File: src/rtl/rf_pkg.sv
`default_nettype none
// ============================================================================
// Module  : rf_pkg
// Purpose : Shared types and defaults for the register-file / writeback slice.
//           Holds the data-width and register-count defaults, the derived
//           address width, the address/data typedefs and the ALU flag struct.
// Config  : RF_R0_ZERO_EN (consumed by rf_wb_stage / rf_bypass_mux, not here)
// Revision: 1.0 - initial release
// ============================================================================
package rf_pkg;

  localparam int RF_DW       = 8;
  localparam int RF_NUM_REGS = 8;

  // Address width for a given register count. A single-register file still
  // needs a one-bit address so that the ports keep a legal width.
  function automatic int addr_width(input int n);
    return (n > 1) ? $clog2(n) : 1;
  endfunction

  localparam int RF_AW = addr_width(RF_NUM_REGS);

  typedef logic [RF_AW-1:0] reg_addr_t;
  typedef logic [RF_DW-1:0] data_t;

  typedef struct packed {
    logic carry;
    logic zero;
    logic pari;
  } flags_t;

endpackage : rf_pkg
`default_nettype wire

File: src/rtl/rf_bypass_mux.sv
`default_nettype none
// ============================================================================
// Module  : rf_bypass_mux
// Purpose : One read port of the register file. Selects the pending
//           writeback data when the writeback stage targets the same address,
//           otherwise the architectural register. Addresses beyond NUM_REGS
//           read as 0 from the array (the bypass compare still applies).
// Ports   : i_rd_addr  - read address
//           i_wb_valid - writeback stage holds an uncommitted write
//           i_wb_addr  - writeback destination
//           i_wb_data  - writeback data
//           i_regs     - architectural register array
//           o_rd_data  - resolved read data (combinational)
// Config  : RF_R0_ZERO_EN - address 0 always reads 0, bypass ignored.
// Revision: 1.0 - initial release
// ============================================================================
module rf_bypass_mux
  import rf_pkg::*;
#(
  parameter  int DW       = RF_DW,
  parameter  int NUM_REGS = RF_NUM_REGS,
  localparam int AW       = addr_width(NUM_REGS)
) (
  input  logic [AW-1:0] i_rd_addr,
  input  logic          i_wb_valid,
  input  logic [AW-1:0] i_wb_addr,
  input  logic [DW-1:0] i_wb_data,
  input  logic [DW-1:0] i_regs [NUM_REGS],
  output logic [DW-1:0] o_rd_data
);

  logic [DW-1:0] w_arr_data;
  logic          w_hit;

  // Decoded array read: an address matching no register (out of range)
  // falls through to the zero default.
  always_comb begin
    w_arr_data = '0;
    for (int i = 0; i < NUM_REGS; i++) begin
      if (i_rd_addr == AW'(i)) begin
        w_arr_data = i_regs[i];
      end
    end
  end

  assign w_hit = i_wb_valid && (i_wb_addr == i_rd_addr);

  always_comb begin
    o_rd_data = w_hit ? i_wb_data : w_arr_data;
`ifdef RF_R0_ZERO_EN
    if (i_rd_addr == '0) begin
      o_rd_data = '0;
    end
`endif
  end

endmodule : rf_bypass_mux
`default_nettype wire

File: src/rtl/rf_wb_stage.sv
`default_nettype none
// ============================================================================
// Module  : rf_wb_stage
// Purpose : Register file plus one-entry writeback stage around the ALU.
//           An ALU result captured with wr_en is held in the writeback stage
//           for one cycle (visible to readers through the bypass) and is
//           committed to the array on the following edge. Flags are captured
//           independently with flag_en.
// Ports   : clk, reset                 - clock, synchronous active-high reset
//           rd_addr_a/b, data_a/b      - operand read ports (combinational)
//           sc_to_alu                  - registered carry fed back to the ALU
//           wr_en, wr_addr, wr_data    - ALU result capture
//           flag_en, sc_in, zero_in, pari_in - ALU flag capture
//           carry_q, zero_q, pari_q    - flag registers
//           wb_pending                 - writeback stage holds a write
// Config  : RF_R0_ZERO_EN - register 0 hardwired to 0; writes to it never
//           enter the writeback stage.
// Revision: 1.0 - initial release
// ============================================================================
module rf_wb_stage
  import rf_pkg::*;
#(
  parameter  int DW       = RF_DW,
  parameter  int NUM_REGS = RF_NUM_REGS,
  localparam int AW       = addr_width(NUM_REGS)
) (
  input  logic          clk,
  input  logic          reset,
  input  logic [AW-1:0] rd_addr_a,
  input  logic [AW-1:0] rd_addr_b,
  output logic [DW-1:0] data_a,
  output logic [DW-1:0] data_b,
  output logic          sc_to_alu,
  input  logic          wr_en,
  input  logic [AW-1:0] wr_addr,
  input  logic [DW-1:0] wr_data,
  input  logic          flag_en,
  input  logic          sc_in,
  input  logic          zero_in,
  input  logic          pari_in,
  output logic          carry_q,
  output logic          zero_q,
  output logic          pari_q,
  output logic          wb_pending
);

  logic [DW-1:0] regs_q [NUM_REGS];
  logic [DW-1:0] regs_d [NUM_REGS];
  logic          wb_valid_q, wb_valid_d;
  logic [AW-1:0] wb_addr_q,  wb_addr_d;
  logic [DW-1:0] wb_data_q,  wb_data_d;
  flags_t        flags_q,    flags_d;

  always_comb begin
    // Commit the stage contents; an out-of-range address matches no
    // register, so its commit is silently dropped.
    regs_d = regs_q;
    for (int i = 0; i < NUM_REGS; i++) begin
      if (wb_valid_q && (wb_addr_q == AW'(i))) begin
        regs_d[i] = wb_data_q;
      end
    end

    // The stage reloads on the same edge it commits, so a back-to-back write
    // to one address leaves the older value in the array and the newer one
    // in the stage.
`ifdef RF_R0_ZERO_EN
    wb_valid_d = wr_en && (wr_addr != '0);
`else
    wb_valid_d = wr_en;
`endif
    wb_addr_d = wb_addr_q;
    wb_data_d = wb_data_q;
    if (wr_en) begin
      wb_addr_d = wr_addr;
      wb_data_d = wr_data;
    end

    flags_d = flags_q;
    if (flag_en) begin
      flags_d.carry = sc_in;
      flags_d.zero  = zero_in;
      flags_d.pari  = pari_in;
    end
  end

  // Reset clears the stage valid bit as well as the array, so a write that
  // is pending when reset arrives is discarded rather than committed.
  always_ff @(posedge clk) begin
    if (reset) begin
      regs_q     <= '{default: '0};
      wb_valid_q <= 1'b0;
      wb_addr_q  <= '0;
      wb_data_q  <= '0;
      flags_q    <= '0;
    end else begin
      regs_q     <= regs_d;
      wb_valid_q <= wb_valid_d;
      wb_addr_q  <= wb_addr_d;
      wb_data_q  <= wb_data_d;
      flags_q    <= flags_d;
    end
  end

  // Read ports see the writeback stage but never the wr_* inputs, which
  // keeps the ALU loop free of a combinational path.
  rf_bypass_mux #(
    .DW       (DW),
    .NUM_REGS (NUM_REGS)
  ) u_mux_a (
    .i_rd_addr  (rd_addr_a),
    .i_wb_valid (wb_valid_q),
    .i_wb_addr  (wb_addr_q),
    .i_wb_data  (wb_data_q),
    .i_regs     (regs_q),
    .o_rd_data  (data_a)
  );

  rf_bypass_mux #(
    .DW       (DW),
    .NUM_REGS (NUM_REGS)
  ) u_mux_b (
    .i_rd_addr  (rd_addr_b),
    .i_wb_valid (wb_valid_q),
    .i_wb_addr  (wb_addr_q),
    .i_wb_data  (wb_data_q),
    .i_regs     (regs_q),
    .o_rd_data  (data_b)
  );

  assign carry_q    = flags_q.carry;
  assign zero_q     = flags_q.zero;
  assign pari_q     = flags_q.pari;
  assign sc_to_alu  = flags_q.carry;
  assign wb_pending = wb_valid_q;

endmodule : rf_wb_stage
`default_nettype wire
File: config.mk
export PLATFORM = sky130hd
export DESIGN_NAME = rf_wb_stage
export DESIGN_NICKNAME = d
export VERILOG_FILES = /design/src/rtl/rf_pkg.sv /design/src/rtl/rf_bypass_mux.sv /design/src/rtl/rf_wb_stage.sv
export SDC_FILE = /design/constraint.sdc
export NUM_CORES = 1
export LEC_CHECK = 0
export ABC_AREA = 1
export BUFFER_PORTS_ARGS = -buffer_cell sky130_fd_sc_hd__buf_2
export CAP_MARGIN = 5
export CORE_MARGIN = 1
export CORE_UTILIZATION = 55
export CTS_BUF_LIST = sky130_fd_sc_hd__clkbuf_8
export CTS_CLUSTER_DIAMETER = 80
export DETAILED_ROUTE_END_ITERATION = 8
export PLACE_DENSITY = 0.73
export SETUP_SLACK_MARGIN = 0.1
export SLEW_MARGIN = 30
export SYNTH_ARGS = -nofsm -noshare
export SYNTH_HDL_FRONTEND = slang
export SYNTH_SLANG_ARGS = --single-unit
File: constraint.sdc
create_clock -name clk -period 1.9 [get_ports clk]
set_input_delay 0.38 -clock clk [delete_from_list [all_inputs] [get_ports clk]]
set_output_delay 0.38 -clock clk [all_outputs]
set_load 0.01 [all_outputs]
==> out/results.ini <==
[outcome]
outcome=finished, violations left
violations=negative setup slack

[yosys]
synth-edff-count=0
synthesis.nets=694
synth.avg_cell_area_um2=6.35
synth_top_area_share_pct=37.2
yosysWarnings=0
async_flop_share_pct=0
ys.flop_type=dfxtp_1
synth_area_leader_cell=dfxtp_1
yosysMostFrequentCell=nand2_1
yosys-top-cells-count=nand2_1 (211), nor2_1 (96), a21oi_1 (79), dfxtp_1 (79), inv_1 (50)
synthesis.area_um2=4250
synth_area_leaders=dfxtp_1 (37%), nand2_1 (19%), a21oi_1 (9.3%)
syn_inst=670
synth-seq-cells=79
synth_cell_types=21
seq_area_frac_synth_pct=37.2

[worst_setup_path]
worst_setup_path_start_kind=flip-flop
crit_path_frequent_cell=nor2_1
path_delay_family=simple AND/OR/NAND/NOR gates
rr_startpoint=wb_addr_q[2]
worstPathRequired_ns=1.52
path_class=reg -> out
r2r_slack_ns=0.25
reg2reg_to=regs_q[57]
max_stage_delay_ns=0.38
critPathBufInv=3
cp_max_fo=7
end_kind=output port
cp_data_arrival_time_ns=1.76
cp_cell_sequence=inv_4 > nor2_1 > nor4_4 > buf_6 > nor2_1 > a21oi_1 > buf_2
worst_path_max_delay_cell=dfxtp_4
r2r_cells=8

[min_path]
hold_start=wr_data[7]
min_path_cells=3
min_to=wb_data_q[7]
hold_path_class=in -> reg

[placement]
hpwl_um=9620
gp_congestion=1.04
port_buffers=44
pre_cts_ws_ns=-0.161

[grt]
antenna_found_initial=0
grt.overflow.total=0
grt_pass1_vias=4327
grt_first_pass_wirelength_um=21600
gr-usage-all-layers_pct=33.7
grt_max_degree=80

[routing]
antenna_left=0
vias_per_cell=5.73
via_count=4861
drc_errors=0
wl_per_cell_um=15.7
routed_wl_um=13300
drt_pass1_iterations=7
drt_iter0_markers=418

[pwr]
power_density_nw_per_um2=655
p_leak_nw=2.15
finalPower_mw=3.42
vdd.ir_drop.worst_mv=0.405

[timing]
finClkSkew_ns=0.00495
hold_viol_final=0
fmax_ghz=0.467
fin_crit_sh_pct=113
relSlewSlack_pct=64.6
final-max-slew-violation-count=0
rsz0062_at_grt=true
setup_viol=16
fin_tns_setup_ns=-2.96
layout_setup_ws_ns=-0.240
worst_slew_pin_slew_ns=0.531
hold_slack_ns=0.256
min_period_ns=2.14

[cts]
cts-buffers-inserted=9
cts_max_level=3
cts_tree=yes
clockRootBuffer=clkbuf_8
postCtsHoldBufs=0
cts_sinks=79
clk_pin_slew_ns=0.08
clk_path_buf_depth=2
insertion_delay_ns=0.36

[layout]
fin_nets=768
nFillCells=625
n_antenna_cell=0
drive_gt1_share_pct=21.8
areaGrowthSynthToFinish_pct=22.6
fin_util_pct=70.7

[floorplan]
fp.dieArea_um2=8090
rows=31
io_pins=45
start_util_pct=57.7
core_region_area_um2=7370
fp.dieH_um=89.9
die_w_um=89.9

[job]
maxCapViolations=0

## routing by layer
layer | wire length, µm | share of wire (%) | vias up | GRT usage [%]
met4 | 396 | 3.0 | 0 | 12.5
met3 | 1090 | 8.2 | 43 | 5.92
met5 | 0 | 0 | - | 0
met2 | 6240 | 47 | 267 | 55.5
li1 | - | - | 2336 | -
met1 | 5590 | 42 | 2215 | 44.3
## cell type report
cell class / count / area (µm²) / area share [%]
Multi-Input combinational cell: 500 / 2390 / 45.9
Sequential cell: 79 / 1590 / 30.5
Timing Repair Buffer: 100 / 717 / 13.8
Inverter: 54 / 208 / 3.98
Clock buffer: 11 / 151 / 2.90
Tap cell: 99 / 124 / 2.38
Clock inverter: 5 / 32.5 / 0.624
## cells by family after synthesis
kind of cell	share of synthesized area (%)
and+or+nand+nor	40.3
buffers and inverters	8.80
xor gates and xnor gates	0.206
AOI/OAI and AO/OA	13.5
DFF	37.2
## where the power goes
part | switching, mW | internal (mW)
clock network | 0.642 | 0.541
registers | 0.0356 | 1.68
logic | 0.318 | 0.195
## placed cells by master (no fill, tap or decap), types with 23 or more instances in the layout
cell type,instances
nand2_1,205
a21oi_1,77
buf_4,48
a211oi_1,23
inv_1,44
nand3_1,30
nor2_1,91
buf_2,43
dfxtp_1,75
nand4_1,38
## worst min-delay path, stage by stage
cell	delay (ns)
buf_2	0.09
nand2_1	0.05
a21oi_1	0.05
## registers in the layout, indices dropped and copies added, names as in the netlist
name	flops
pari_q	1
zero_q	1
wb_pending	1
wb_data_q	8
regs_q	64
carry_q	1
wb_addr_q	3
## worst max path at each step
stage | endpoint | cells past startpoint | from | slack, ns
after floorplan | data_a[3] | 6 | rd_addr_a[1] | 0.11
after global placement | data_b[6] | 10 | rd_addr_b[2] | -0.15
final | data_b[7] | 7 | wb_addr_q[0] | -0.24
after global routing | data_b[7] | 7 | wb_addr_q[0] | -0.32
after detailed placement | data_b[2] | 10 | rd_addr_b[2] | -0.16
after CTS | data_b[7] | 8 | wb_addr_q[2] | -0.25
## metrics by stage
step / instance area [µm²] / std cells
3_5_place_dp: 4870 / 825
3_3_place_gp: 4870 / 825
6_report: 5210 / 848
5_1_grt: 5210 / 848
4_1_cts: 5120 / 845
2_1_floorplan: 4270 / 670
## timing repair
action / in CTS / in global routing
resized for setup: 16 / 24
pin swaps: 4 / 12
cloned: 1 / 0
setup endpoints to repair: 16 / 21
setup buffers: 3 / 3
No activity file was read; power rests on OpenSTA's default activity.
